==> config.mk <==
export PLATFORM = sky130hd
export DESIGN_NAME = mem_arbiter
export DESIGN_NICKNAME = d
export VERILOG_FILES = /design/src/rtl/mem_defs.sv /design/src/rtl/mem_rr_pick.sv /design/src/rtl/mem_arbiter.sv
export SDC_FILE = /design/constraint.sdc
export NUM_CORES = 1
export LEC_CHECK = 0
export ABC_CLOCK_PERIOD_IN_PS = 4370
export BUFFER_PORTS_ARGS = -buffer_cell sky130_fd_sc_hd__buf_2
export CAP_MARGIN = 30
export CORE_MARGIN = 4
export CORE_UTILIZATION = 51
export CTS_BUF_LIST = sky130_fd_sc_hd__clkbuf_2
export DETAILED_ROUTE_END_ITERATION = 8
export GPL_TIMING_DRIVEN = 1
export PLACE_DENSITY_LB_ADDON = 0.25
export SLEW_MARGIN = 15
export SYNTH_ARGS = -nofsm -noshare
export SYNTH_HDL_FRONTEND = slang
export SYNTH_SLANG_ARGS = --single-unit
==> constraint.sdc <==
create_clock -name clk -period 4.37 [get_ports clk]
set_input_delay 0.437 -clock clk [delete_from_list [all_inputs] [get_ports clk]]
set_output_delay 0.437 -clock clk [all_outputs]
set_load 0.1 [all_outputs]
==> src/rtl/mem_defs.sv <==
// mem_defs: shared widths, state encoding, funct3 codes and IO-address predicate for the memory arbiter
package mem_defs;
    localparam int MEM_ADDR_WIDTH   = 32;
    localparam int MEM_LSB_ID_WIDTH = 4;
    localparam logic [2:0] F3_B  = 3'b000;
    localparam logic [2:0] F3_H  = 3'b001;
    localparam logic [2:0] F3_W  = 3'b010;
    localparam logic [2:0] F3_BU = 3'b100;
    localparam logic [2:0] F3_HU = 3'b101;
    typedef enum logic [1:0] {ST_IDLE, ST_BUSY, ST_RESP} state_e;
    function automatic logic is_io(input logic [1:0] seg);
        return seg == 2'b11;
    endfunction
endpackage

==> src/rtl/mem_rr_pick.sv <==
// mem_rr_pick: LSB eligibility, icache starvation counter and one-hot winner {lsb, icache}
// Ports: clk/rst_in clock and async active-low reset; rdy_i global enable; arb_i arbitration
// allowed this edge; if_req_i, lsb_req_i, lsb_we_i, io_seg_i (address bits [17:16]), io_full_i
// request inputs; win_o one-hot winner, zero when arb_i is low.
module mem_rr_pick import mem_defs::*; #(
    parameter int STARVE_LIMIT = 4
) (
    input  logic       clk,
    input  logic       rst_in,
    input  logic       rdy_i,
    input  logic       arb_i,
    input  logic       if_req_i,
    input  logic       lsb_req_i,
    input  logic       lsb_we_i,
    input  logic [1:0] io_seg_i,
    input  logic       io_full_i,
    output logic [1:0] win_o
);
    localparam int CW = $clog2(STARVE_LIMIT + 1);
    logic [CW-1:0] cnt_q, cnt_d;
    logic lsb_ok, starved;
    assign lsb_ok  = lsb_req_i && !(lsb_we_i && is_io(io_seg_i) && io_full_i);
    assign starved = cnt_q >= CW'(STARVE_LIMIT);
    assign win_o   = !arb_i ? 2'b00 : (lsb_ok && !starved) ? 2'b10 : if_req_i ? 2'b01 : lsb_ok ? 2'b10 : 2'b00;
    // An LSB win while starved only happens with if_req low, which clears the count anyway
    assign cnt_d   = !rdy_i ? cnt_q : (!if_req_i || win_o[0]) ? '0 : win_o[1] ? cnt_q + CW'(1) : cnt_q;
    always_ff @(posedge clk or negedge rst_in) begin
        if (!rst_in) cnt_q <= '0;
        else         cnt_q <= cnt_d;
    end
endmodule

==> src/rtl/mem_arbiter.sv <==
// mem_arbiter: serialises icache refills and LSB accesses onto the byte-serial memory engine
// Ports: clk, rst_in (async active-low), rdy_in global enable, flush, io_buffer_full;
// icache side if_req/if_addr -> if_gnt/if_done/if_data; LSB side lsb_req/we/addr/wdata/type/id
// -> lsb_gnt/lsb_done/lsb_rdata/lsb_done_id; engine side eng_en/rw/addr/wdata/type <- eng_done/eng_rdata;
// busy is high whenever a transaction is in flight or being reported.
module mem_arbiter import mem_defs::*; #(
    parameter int ADDR_WIDTH   = MEM_ADDR_WIDTH,
    parameter int LSB_ID_WIDTH = MEM_LSB_ID_WIDTH,
    parameter int STARVE_LIMIT = 4
) (
    input  logic                    clk,
    input  logic                    rst_in,
    input  logic                    rdy_in,
    input  logic                    flush,
    input  logic                    io_buffer_full,
    input  logic                    if_req,
    input  logic [ADDR_WIDTH-1:0]   if_addr,
    output logic                    if_gnt,
    output logic                    if_done,
    output logic [31:0]             if_data,
    input  logic                    lsb_req,
    input  logic                    lsb_we,
    input  logic [ADDR_WIDTH-1:0]   lsb_addr,
    input  logic [31:0]             lsb_wdata,
    input  logic [2:0]              lsb_type,
    input  logic [LSB_ID_WIDTH-1:0] lsb_id,
    output logic                    lsb_gnt,
    output logic                    lsb_done,
    output logic [31:0]             lsb_rdata,
    output logic [LSB_ID_WIDTH-1:0] lsb_done_id,
    output logic                    eng_en,
    output logic                    eng_rw,
    output logic [ADDR_WIDTH-1:0]   eng_addr,
    output logic [31:0]             eng_wdata,
    output logic [2:0]              eng_type,
    input  logic                    eng_done,
    input  logic [31:0]             eng_rdata,
    output logic                    busy
);
    state_e                  state_q, state_d;
    logic                    owner_q, owner_d;
    logic                    kill_q, kill_d;
    logic                    rw_q, rw_d;
    logic                    if_gnt_q, if_gnt_d;
    logic                    lsb_gnt_q, lsb_gnt_d;
    logic [ADDR_WIDTH-1:0]   addr_q, addr_d;
    logic [31:0]             wdata_q, wdata_d;
    logic [31:0]             rdata_q, rdata_d;
    logic [2:0]              typ_q, typ_d;
    logic [LSB_ID_WIDTH-1:0] id_q, id_d;
    logic                    arb, done;
    logic [1:0]              win;

    // A flush in IDLE suppresses the grant at that edge
    assign arb = rdy_in && !flush && state_q == ST_IDLE;

    mem_rr_pick #(.STARVE_LIMIT(STARVE_LIMIT)) u_pick (
        .clk       (clk),
        .rst_in    (rst_in),
        .rdy_i     (rdy_in),
        .arb_i     (arb),
        .if_req_i  (if_req),
        .lsb_req_i (lsb_req),
        .lsb_we_i  (lsb_we),
        .io_seg_i  (lsb_addr[17:16]),
        .io_full_i (io_buffer_full),
        .win_o     (win)
    );

    always_comb begin
        state_d   = state_q;
        owner_d   = owner_q;
        kill_d    = kill_q;
        rw_d      = rw_q;
        addr_d    = addr_q;
        wdata_d   = wdata_q;
        rdata_d   = rdata_q;
        typ_d     = typ_q;
        id_d      = id_q;
        if_gnt_d  = if_gnt_q;
        lsb_gnt_d = lsb_gnt_q;
        if (rdy_in) begin
            if_gnt_d  = win[0];
            lsb_gnt_d = win[1];
            // The engine always finishes; a flushed load or fetch just loses its response
            if (flush && state_q != ST_IDLE && !rw_q) kill_d = 1'b1;
            case (state_q)
                ST_IDLE: if (|win) begin
                    state_d = ST_BUSY;
                    owner_d = win[1];
                    kill_d  = 1'b0;
                    rw_d    = win[1] && lsb_we;
                    addr_d  = win[1] ? lsb_addr : if_addr;
                    wdata_d = win[1] ? lsb_wdata : '0;
                    typ_d   = win[1] ? lsb_type : F3_W;
                    id_d    = win[1] ? lsb_id : '0;
                end
                ST_BUSY: if (eng_done) begin
                    state_d = ST_RESP;
                    rdata_d = eng_rdata;
                end
                default: state_d = ST_IDLE;
            endcase
        end
    end

    always_ff @(posedge clk or negedge rst_in) begin
        if (!rst_in) begin
            state_q   <= ST_IDLE;
            owner_q   <= 1'b0;
            kill_q    <= 1'b0;
            rw_q      <= 1'b0;
            addr_q    <= '0;
            wdata_q   <= '0;
            rdata_q   <= '0;
            typ_q     <= '0;
            id_q      <= '0;
            if_gnt_q  <= 1'b0;
            lsb_gnt_q <= 1'b0;
        end else begin
            state_q   <= state_d;
            owner_q   <= owner_d;
            kill_q    <= kill_d;
            rw_q      <= rw_d;
            addr_q    <= addr_d;
            wdata_q   <= wdata_d;
            rdata_q   <= rdata_d;
            typ_q     <= typ_d;
            id_q      <= id_d;
            if_gnt_q  <= if_gnt_d;
            lsb_gnt_q <= lsb_gnt_d;
        end
    end

    assign busy        = state_q != ST_IDLE;
    assign if_gnt      = if_gnt_q;
    assign lsb_gnt     = lsb_gnt_q;
    assign eng_en      = state_q == ST_BUSY;
    assign eng_rw      = eng_en && rw_q;
    assign eng_addr    = eng_en ? addr_q : '0;
    assign eng_wdata   = eng_en ? wdata_q : '0;
    assign eng_type    = eng_en ? typ_q : '0;
    assign done        = state_q == ST_RESP && !kill_q;
    assign if_done     = done && !owner_q;
    assign if_data     = if_done ? rdata_q : '0;
    assign lsb_done    = done && owner_q;
    assign lsb_rdata   = (lsb_done && !rw_q) ? rdata_q : '0;
    assign lsb_done_id = lsb_done ? id_q : '0;
endmodule

==> out/metrics.sh, run 1 <==
WORST_SETUP_HOLD_PATH_CLK_SLEW_NS=0.17
SYNTH.CELLS.MOST_FREQUENT='113 x sky130_fd_sc_hd__dfrtp_1, 105 x sky130_fd_sc_hd__and2_1, 64 x sky130_fd_sc_hd__mux2_2, 40 x sky130_fd_sc_hd__a22o_1, 32 x sky130_fd_sc_hd__and3_1'
MAX-VDD-IR-DROP_V=0.000383
CRIT_PATH_DAT_NS=2.68
FLOORPLAN.DIE.WIDTH_UM=112
FINAL_HOLD_VIOL_COUNT=0
DETAILEDROUTE.FIRSTPASSITERATIONCOUNT=5
POSTSYNTHNETCOUNT=611
SEQ_CELL_AREA_SQ_MM=0.00283
RUN_STATUS='completed'
ROUTE.ANTENNA.REMAINING_NETS=0
REQUIRED_NS=3.93
DETAILROUTE.VIA_COUNT=4946
ASYNCSETRESETFLOPFRACSYNTH_PCT=100
LAYOUT_FILLERS=728
HOLDCRITSTARTPOINT='lsb_wdata[19]'
WORST-SETUP-PATH-TYPE='reg2out'
CRITICAL_PATH_PEAK_FANOUT=39
TRITONCTS.NUM_BUFFERS=17
CTSRESIZECOUNT=0
NUMPORTBUFFERS=285
REMAINING_DRC_ERRORS=0
DIE_H_UM=112
CTS-HOLD-FIX-BUFFERS=37
CTS_ROOT_BUF='sky130_fd_sc_hd__clkbuf_2'
CP-STARTPOINT='state_q[0]'
FIN_CRIT_NS=3.11
POWER_LEAKAGE_uW=0.00434
SYNTH_ENABLE_FLOP_CELLS=0
MAPPEDNETLISTAREA_SQ_MM=0.00554
DESIGN.CORE.AREA_SQ_MM=0.0105
SYNTH-SEQ-AREA-SHARE_PCT=51.0
STARTING_DENSITY_PCT=53.0
PLACEMENTROWS=37
DESIGN.FINAL.NETS=937
SETUP.WORST_PATH.START_CLASS='register'
TIMING_MAX_TRANSITION_VIOLATIONS_FINAL=0
SYNTH_SEQ_CELLS=113
FIRST_GLOBAL_VIAS=5436
POST_ROUTE_CELLS_DRIVE_ABOVE_1_SHARE_PCT=49.3
FMAX_MHz=321
GR-TOTAL-OVERFLOW=0
REG2REG_FROM='state_q[0]'
TOTAL_NUMBER_OF_YOSYS_WARNINGS=0
MAX_CAP_VIOLATIONS=0
SYNTH.LARGEST_AREA_CELL='sky130_fd_sc_hd__dfrtp_1'
CLOCK-SINKS=113
MULTI_INPUT_COMBINATIONAL_CELL_AREA_SQ_MM=0.00257
SETUP_VIOLATIONS=0
SYNTHDOMINANTCELLAREASHARE_PCT=51.0
POST-ROUTE-PERIOD-UTIL_PCT=71.3
CRIT_PATH_END_KIND='primary output'
DIE_AREA_SQ_MM=0.0126
MAX_SLEW.WORST_PIN.SLEW_NS=0.834
ANTENNA_VIOLATIONS_BEFORE_REPAIR=0
ROUTEDWLPERCELL_UM=17.6
CTS_TREE='built'
SYNTHTOPCELLSBYAREA='sky130_fd_sc_hd__dfrtp_1 51%, sky130_fd_sc_hd__mux2_2 13%, sky130_fd_sc_hd__and2_1 12%, sky130_fd_sc_hd__a22o_1 6.3%, sky130_fd_sc_hd__mux2_1 5.7%'
SYN2LAYOUT_AREA_GROWTH_PCT=42.3
GRT_SETUP_UNREPAIRED='false'
CTS_MAX_LEVEL=4
DR.FIRST_ITER.DRC_COUNT=208
CTS-ROOT-TO-SINK-BUFFERS=2
POWER.TOTAL_uW=4930
ANTENNA-DIODE-COUNT=0
GRT_PASS1_WL_UM=26900
SYNTHESIS.AREA_PER_INSTANCE_SQ_UM=11.9
PLACE_HPWL_UM=12000
GRT_START_MAX_NET_PINS=63
FLOORPLAN.IO_PINS=286
CLOCK-SKEW-FINAL_NS=0.0284
ROUTED_VIAS_INST=5.26
POST-SYNTH-TOP-COUNT-CELL='sky130_fd_sc_hd__dfrtp_1'
YS.FLOP_TYPE='sky130_fd_sc_hd__dfrtp_1'
CELLPOWERDENSITY_mW_PER_MM2=625
CTS_POST_SETUP_BUFFERS_INSERTED=0
FINAL.SETUP.TNS_NS=0
SYNTH_CELLS=466
POST_SYNTH_NUM_CELL_TYPES=32
GRT_UTIL_ALL_LAYERS_PCT=26.1
CLK_LATENCY_NS=0.61
MAX-SLEW-MARGIN-REL_PCT=44.3
DRT_WL_TOTAL_UM=16600
FINALWEIGHTEDCONGESTION=0.866
MIN-DELAY-PATH-CLASS='in2reg'
-- routing by layer --
layer	global-route usage, %	share of wire, %
met1	30.1	37
met2	47.3	53
met3	6.74	7.8
met4	8.73	1.9
met5	0	0
-- path summary, 6_finish.rpt --
kind,to,slack [ns],depth (start not counted)
max in group asynchronous,addr_q[26],3.03,4
min reg2reg,lsb_gnt,0.51,1
min in group asynchronous,rdata_q[8],0.27,2
max reg2reg,addr_q[31],1.94,5
min,wdata_q[19],0.06,2
max,eng_addr[30],1.26,4
-- stage by stage --
stage               cells  cell area, sq um  utilization (%)  hold slack [ns]  setup slack [ns]
finish                941              7880             75.3           0.0633              1.26
global route          941              7880             75.3         0.000691              1.04
CTS                   931              7780             74.4         0.000134              1.18
detailed placement    862              7130             68.2            0.353              1.90
global placement      860              7080             67.7            0.465              1.70
floorplan             466              5540                -            0.141              1.01
-- placed cells by master (no fill, tap or decap), types with 2 or more instances in the layout --
cell type / instances
sky130_fd_sc_hd__mux2i_1: 2
sky130_fd_sc_hd__clkinvlp_4: 3
sky130_fd_sc_hd__nand2_1: 13
sky130_fd_sc_hd__buf_16: 2
sky130_fd_sc_hd__a22o_1: 40
sky130_fd_sc_hd__clkinv_2: 3
sky130_fd_sc_hd__and2_1: 105
sky130_fd_sc_hd__and4_1: 2
sky130_fd_sc_hd__dfrtp_1: 113
sky130_fd_sc_hd__inv_6: 2
sky130_fd_sc_hd__dlygate4sd3_1: 47
sky130_fd_sc_hd__mux2_2: 64
sky130_fd_sc_hd__inv_1: 5
sky130_fd_sc_hd__and3_1: 32
sky130_fd_sc_hd__clkbuf_2: 18
sky130_fd_sc_hd__buf_2: 284
sky130_fd_sc_hd__nor4b_4: 2
sky130_fd_sc_hd__buf_4: 9
sky130_fd_sc_hd__o21ai_0: 8
sky130_fd_sc_hd__mux2_1: 28
sky130_fd_sc_hd__bufinv_16: 4
-- cell type report --
| type | instances | area share [%] |
|---|---|---|
| clock inverter | 14 | 2.38 |
| tap | 136 | 2.16 |
| timing repair buffer | 342 | 25.6 |
| multi-input combinational | 313 | 32.7 |
| inverter | 5 | 0.238 |
| sequential | 113 | 35.9 |
| clock buffer | 18 | 1.14 |
-- logic make-up after synthesis --
group,count (synthesis),share of synthesized area [%]
compound gates,54,8.09
fa+ha+maj,1,0.226
buf+inv,40,2.91
simple gates,164,18.7
flops,113,51.0
mux,94,19.1
-- where the power goes --
part           internal, uW  total [uW]  switching [uW]
clock network           377         775             398
logic                   655        2400            1740
registers              1480        1760             275
total                  2510        4930            2410
-- registers in the layout, indices dropped and copies added, names as in the netlist --
signal / cells
u_pick.cnt_q: 3
id_q: 4
typ_q: 3
rdata_q: 32
addr_q: 32
wdata_q: 32
owner_q: 1
lsb_gnt: 1
rw_q: 1
state_q: 2
if_gnt: 1
kill_q: 1
-- critical path, cell delays in order, from the launching register on --
cell                      delay (ns)
sky130_fd_sc_hd__dfrtp_1        0.56
sky130_fd_sc_hd__nor2b_4        0.62
sky130_fd_sc_hd__buf_16         0.25
sky130_fd_sc_hd__and2_1         0.21
sky130_fd_sc_hd__buf_2          0.45
No activity file was read; power rests on OpenSTA's default activity.
==> run 2: changes to the inputs <==
- ABC_CLOCK_PERIOD_IN_PS: 4370 -> 3200
- CORE_UTILIZATION: 51 -> 47
- clock period: 4.37 -> 3.2 ns (I/O delays scaled with it)
==> run 2 against run 1 <==
Final area grew 10%. Global-route usage grew 0.76 points. Critical endpoint is now lsb_rdata[19]. Sequential power grew 37%. Critical path type unchanged. Final cell count grew 10%. Core utilization grew 0.44 points. Largest power group unchanged. First-iteration DRC count grew 28%. Combinational power grew 40%. Setup slack lost 0.98 ns. Register-to-register slack lost 1.5 ns. Critical path depth grew 1. Die area grew 7.9%.
==> out/metrics.sh, run 2 (synthesis results as in run 1) <==
STARTING_DENSITY_PCT=48.3
FIRST_GLOBAL_VIAS=5787
MOST_COMMON_LIBRARY_CELL_IN_THE_LAYOUT_IGNORING_FILL_AND_TAPS='sky130_fd_sc_hd__buf_2'
DIE_AREA_SQ_MM=0.0136
TRITONCTS.NUM_BUFFERS=17
PLACEMENTROWS=39
LAYOUT.CELL_AREA.NON_FILLER_SQ_MM=0.00869
DR.FIRST_ITER.DRC_COUNT=266
CTS-ROOT-TO-SINK-BUFFERS=2
CP.BUFFERS_INVERTERS=3
CRIT_FAMILY='buffers and inverters'
MAX_CAP_VIOLATIONS=0
RUN_STATUS='completed'
ROUTE.ANTENNA.REMAINING_NETS=0
SYN2LAYOUT_AREA_GROWTH_PCT=56.8
GRT_UTIL_ALL_LAYERS_PCT=26.9
CRIT_PATH_END_KIND='primary output'
CLOCK-SINKS=113
DESIGN.CORE.AREA_SQ_MM=0.0115
WORST_SETUP_HOLD_PATH_CLK_SLEW_NS=0.17
LARGEST_STAGE_DELAY_ON_THE_CRITICAL_PATH_NS=0.54
MAX-VDD-IR-DROP_V=0.000647
FMAX_MHz=342
TIMING_MAX_TRANSITION_VIOLATIONS_FINAL=0
DRT_WL_TOTAL_UM=18500
ANTENNA_VIOLATIONS_BEFORE_REPAIR=0
COMMONEST_CELLS_AFTER_ROUTING_FILL_AND_TAPS_ASIDE='284 x sky130_fd_sc_hd__buf_2, 136 x sky130_fd_sc_hd__dlygate4sd3_1, 113 x sky130_fd_sc_hd__dfrtp_1'
CTS_MAX_LEVEL=4
FLOORPLAN.IO_PINS=286
CTS_ROOT_BUF='sky130_fd_sc_hd__clkbuf_2'
POWER_LEAKAGE_uW=0.00468
MAX_SLEW.WORST_PIN.SLEW_NS=0.877
CTS_TREE='built'
POWER.TOTAL_uW=6670
WORST-SETUP-PATH-TYPE='reg2out'
ROUTEDWLPERCELL_UM=17.9
CLK_LATENCY_NS=0.62
DP_WORST_SETUP_SLACK_NS=0.888
DIE_H_UM=117
GRT_SETUP_UNREPAIRED='false'
CELLPOWERDENSITY_mW_PER_MM2=768
FINALWEIGHTEDCONGESTION=0.818
FIN_CRIT_NS=2.92
CRITICAL_PATH.CELL_CHAIN='inv_1, nor4b_4, buf_4, and3_1, buf_2'
FLOORPLAN.DIE.WIDTH_UM=117
NUMPORTBUFFERS=285
BIGGEST_REGS='addr_q: 32 flops, rdata_q: 32 flops, wdata_q: 32 flops'
ROUTED_VIAS_INST=5.18
CTS-HOLD-FIX-BUFFERS=136
CTS_POST_SETUP_BUFFERS_INSERTED=0
CRITICAL_PATH_PEAK_FANOUT=37
DETAILROUTE.VIA_COUNT=5367
CRIT_PATH_DAT_NS=2.60
FINAL.SETUP.TNS_NS=0
REQUIRED_NS=2.88
GR-TOTAL-OVERFLOW=0
DESIGN.FINAL.NETS=1025
PLACE_HPWL_UM=11400
PLACED_AREA_SQ_MM=0.00711
SETUP.WORST_PATH.START_CLASS='register'
POST_ROUTE_CELLS_DRIVE_ABOVE_1_SHARE_PCT=44.2
GRT_START_MAX_NET_PINS=70
MAX-SLEW-MARGIN-REL_PCT=41.4
CLOCK-SKEW-FINAL_NS=0.0235
SETUP_VIOLATIONS=0
POST-ROUTE-PERIOD-UTIL_PCT=91.3
CP_SLOWEST_CELL='sky130_fd_sc_hd__dfrtp_1'
MIN-DELAY-PATH-CLASS='in2reg'
DETAILEDROUTE.FIRSTPASSITERATIONCOUNT=4
MINIMUM_HOLD_SLACK_NS=0.0896
GRT_PASS1_WL_UM=28500
REMAINING_DRC_ERRORS=0
FINAL_HOLD_VIOL_COUNT=0
POST-ROUTE-WORST-SETUP-SLACK_NS=0.279
CTSRESIZECOUNT=0
==> run 2: final timing paths <==
kind                                 end  cells past startpoint         from  slack [ns]
max                        lsb_rdata[19]                      5   state_q[1]        0.28
min                           addr_q[25]                      3  if_addr[25]        0.09
max reg2reg                    addr_q[1]                      6   state_q[0]        0.45
min reg2reg                   wdata_q[2]                      1   wdata_q[2]        0.52
max in group asynchronous    wdata_q[28]                      3       rst_in        2.09
min in group asynchronous    wdata_q[11]                      2       rst_in        0.30
==> run 2: through the flow <==
step / cells / utilization [%]
2_1_floorplan: 466 / -
3_3_place_gp: 868 / 62.0
3_5_place_dp: 868 / 62.0
4_1_cts: 1036 / 75.8
5_1_grt: 1036 / 75.8
6_report: 1037 / 75.8
==> run 2: worst reg2reg max path, delay by kind of cell (launching register included) <==
family	cells	cell delay (ns)
simple gates	2	0.61
buf+inv	2	0.86
mux	2	0.66
flops	1	0.52
==> run 2: per-layer routing <==
| layer | global-route usage, % | part of all wire, % | routed length, um | vias up |
|---|---|---|---|---|
| li1 | - | - | - | 2473 |
| met1 | 30.3 | 37 | 6870 | 2588 |
| met2 | 47.9 | 51 | 9540 | 254 |
| met3 | 7.20 | 8.5 | 1580 | 52 |
| met4 | 11.7 | 3.0 | 559 | 0 |
| met5 | 0 | 0 | 0 | - |
==> run 2: area by class of cell <==
| cell class | count | area [sq um] |
|---|---|---|
| timing repair buffer | 430 | 2870 |
| clock buffer | 20 | 100 |
| clock inverter | 12 | 118 |
| sequential | 113 | 2830 |
| antenna | 1 | 2.50 |
| multi-input combinational | 313 | 2570 |
| fill | 721 | 2780 |
| tap | 143 | 179 |
| inverter | 5 | 18.8 |
==> run 2: report_power, final <==
group / total [uW] / switching [uW] / internal, uW
Clock: 895 / 538 / 357
Sequential: 2410 / 384 / 2020
Combinational: 3370 / 2400 / 970
Total: 6670 / 3330 / 3350
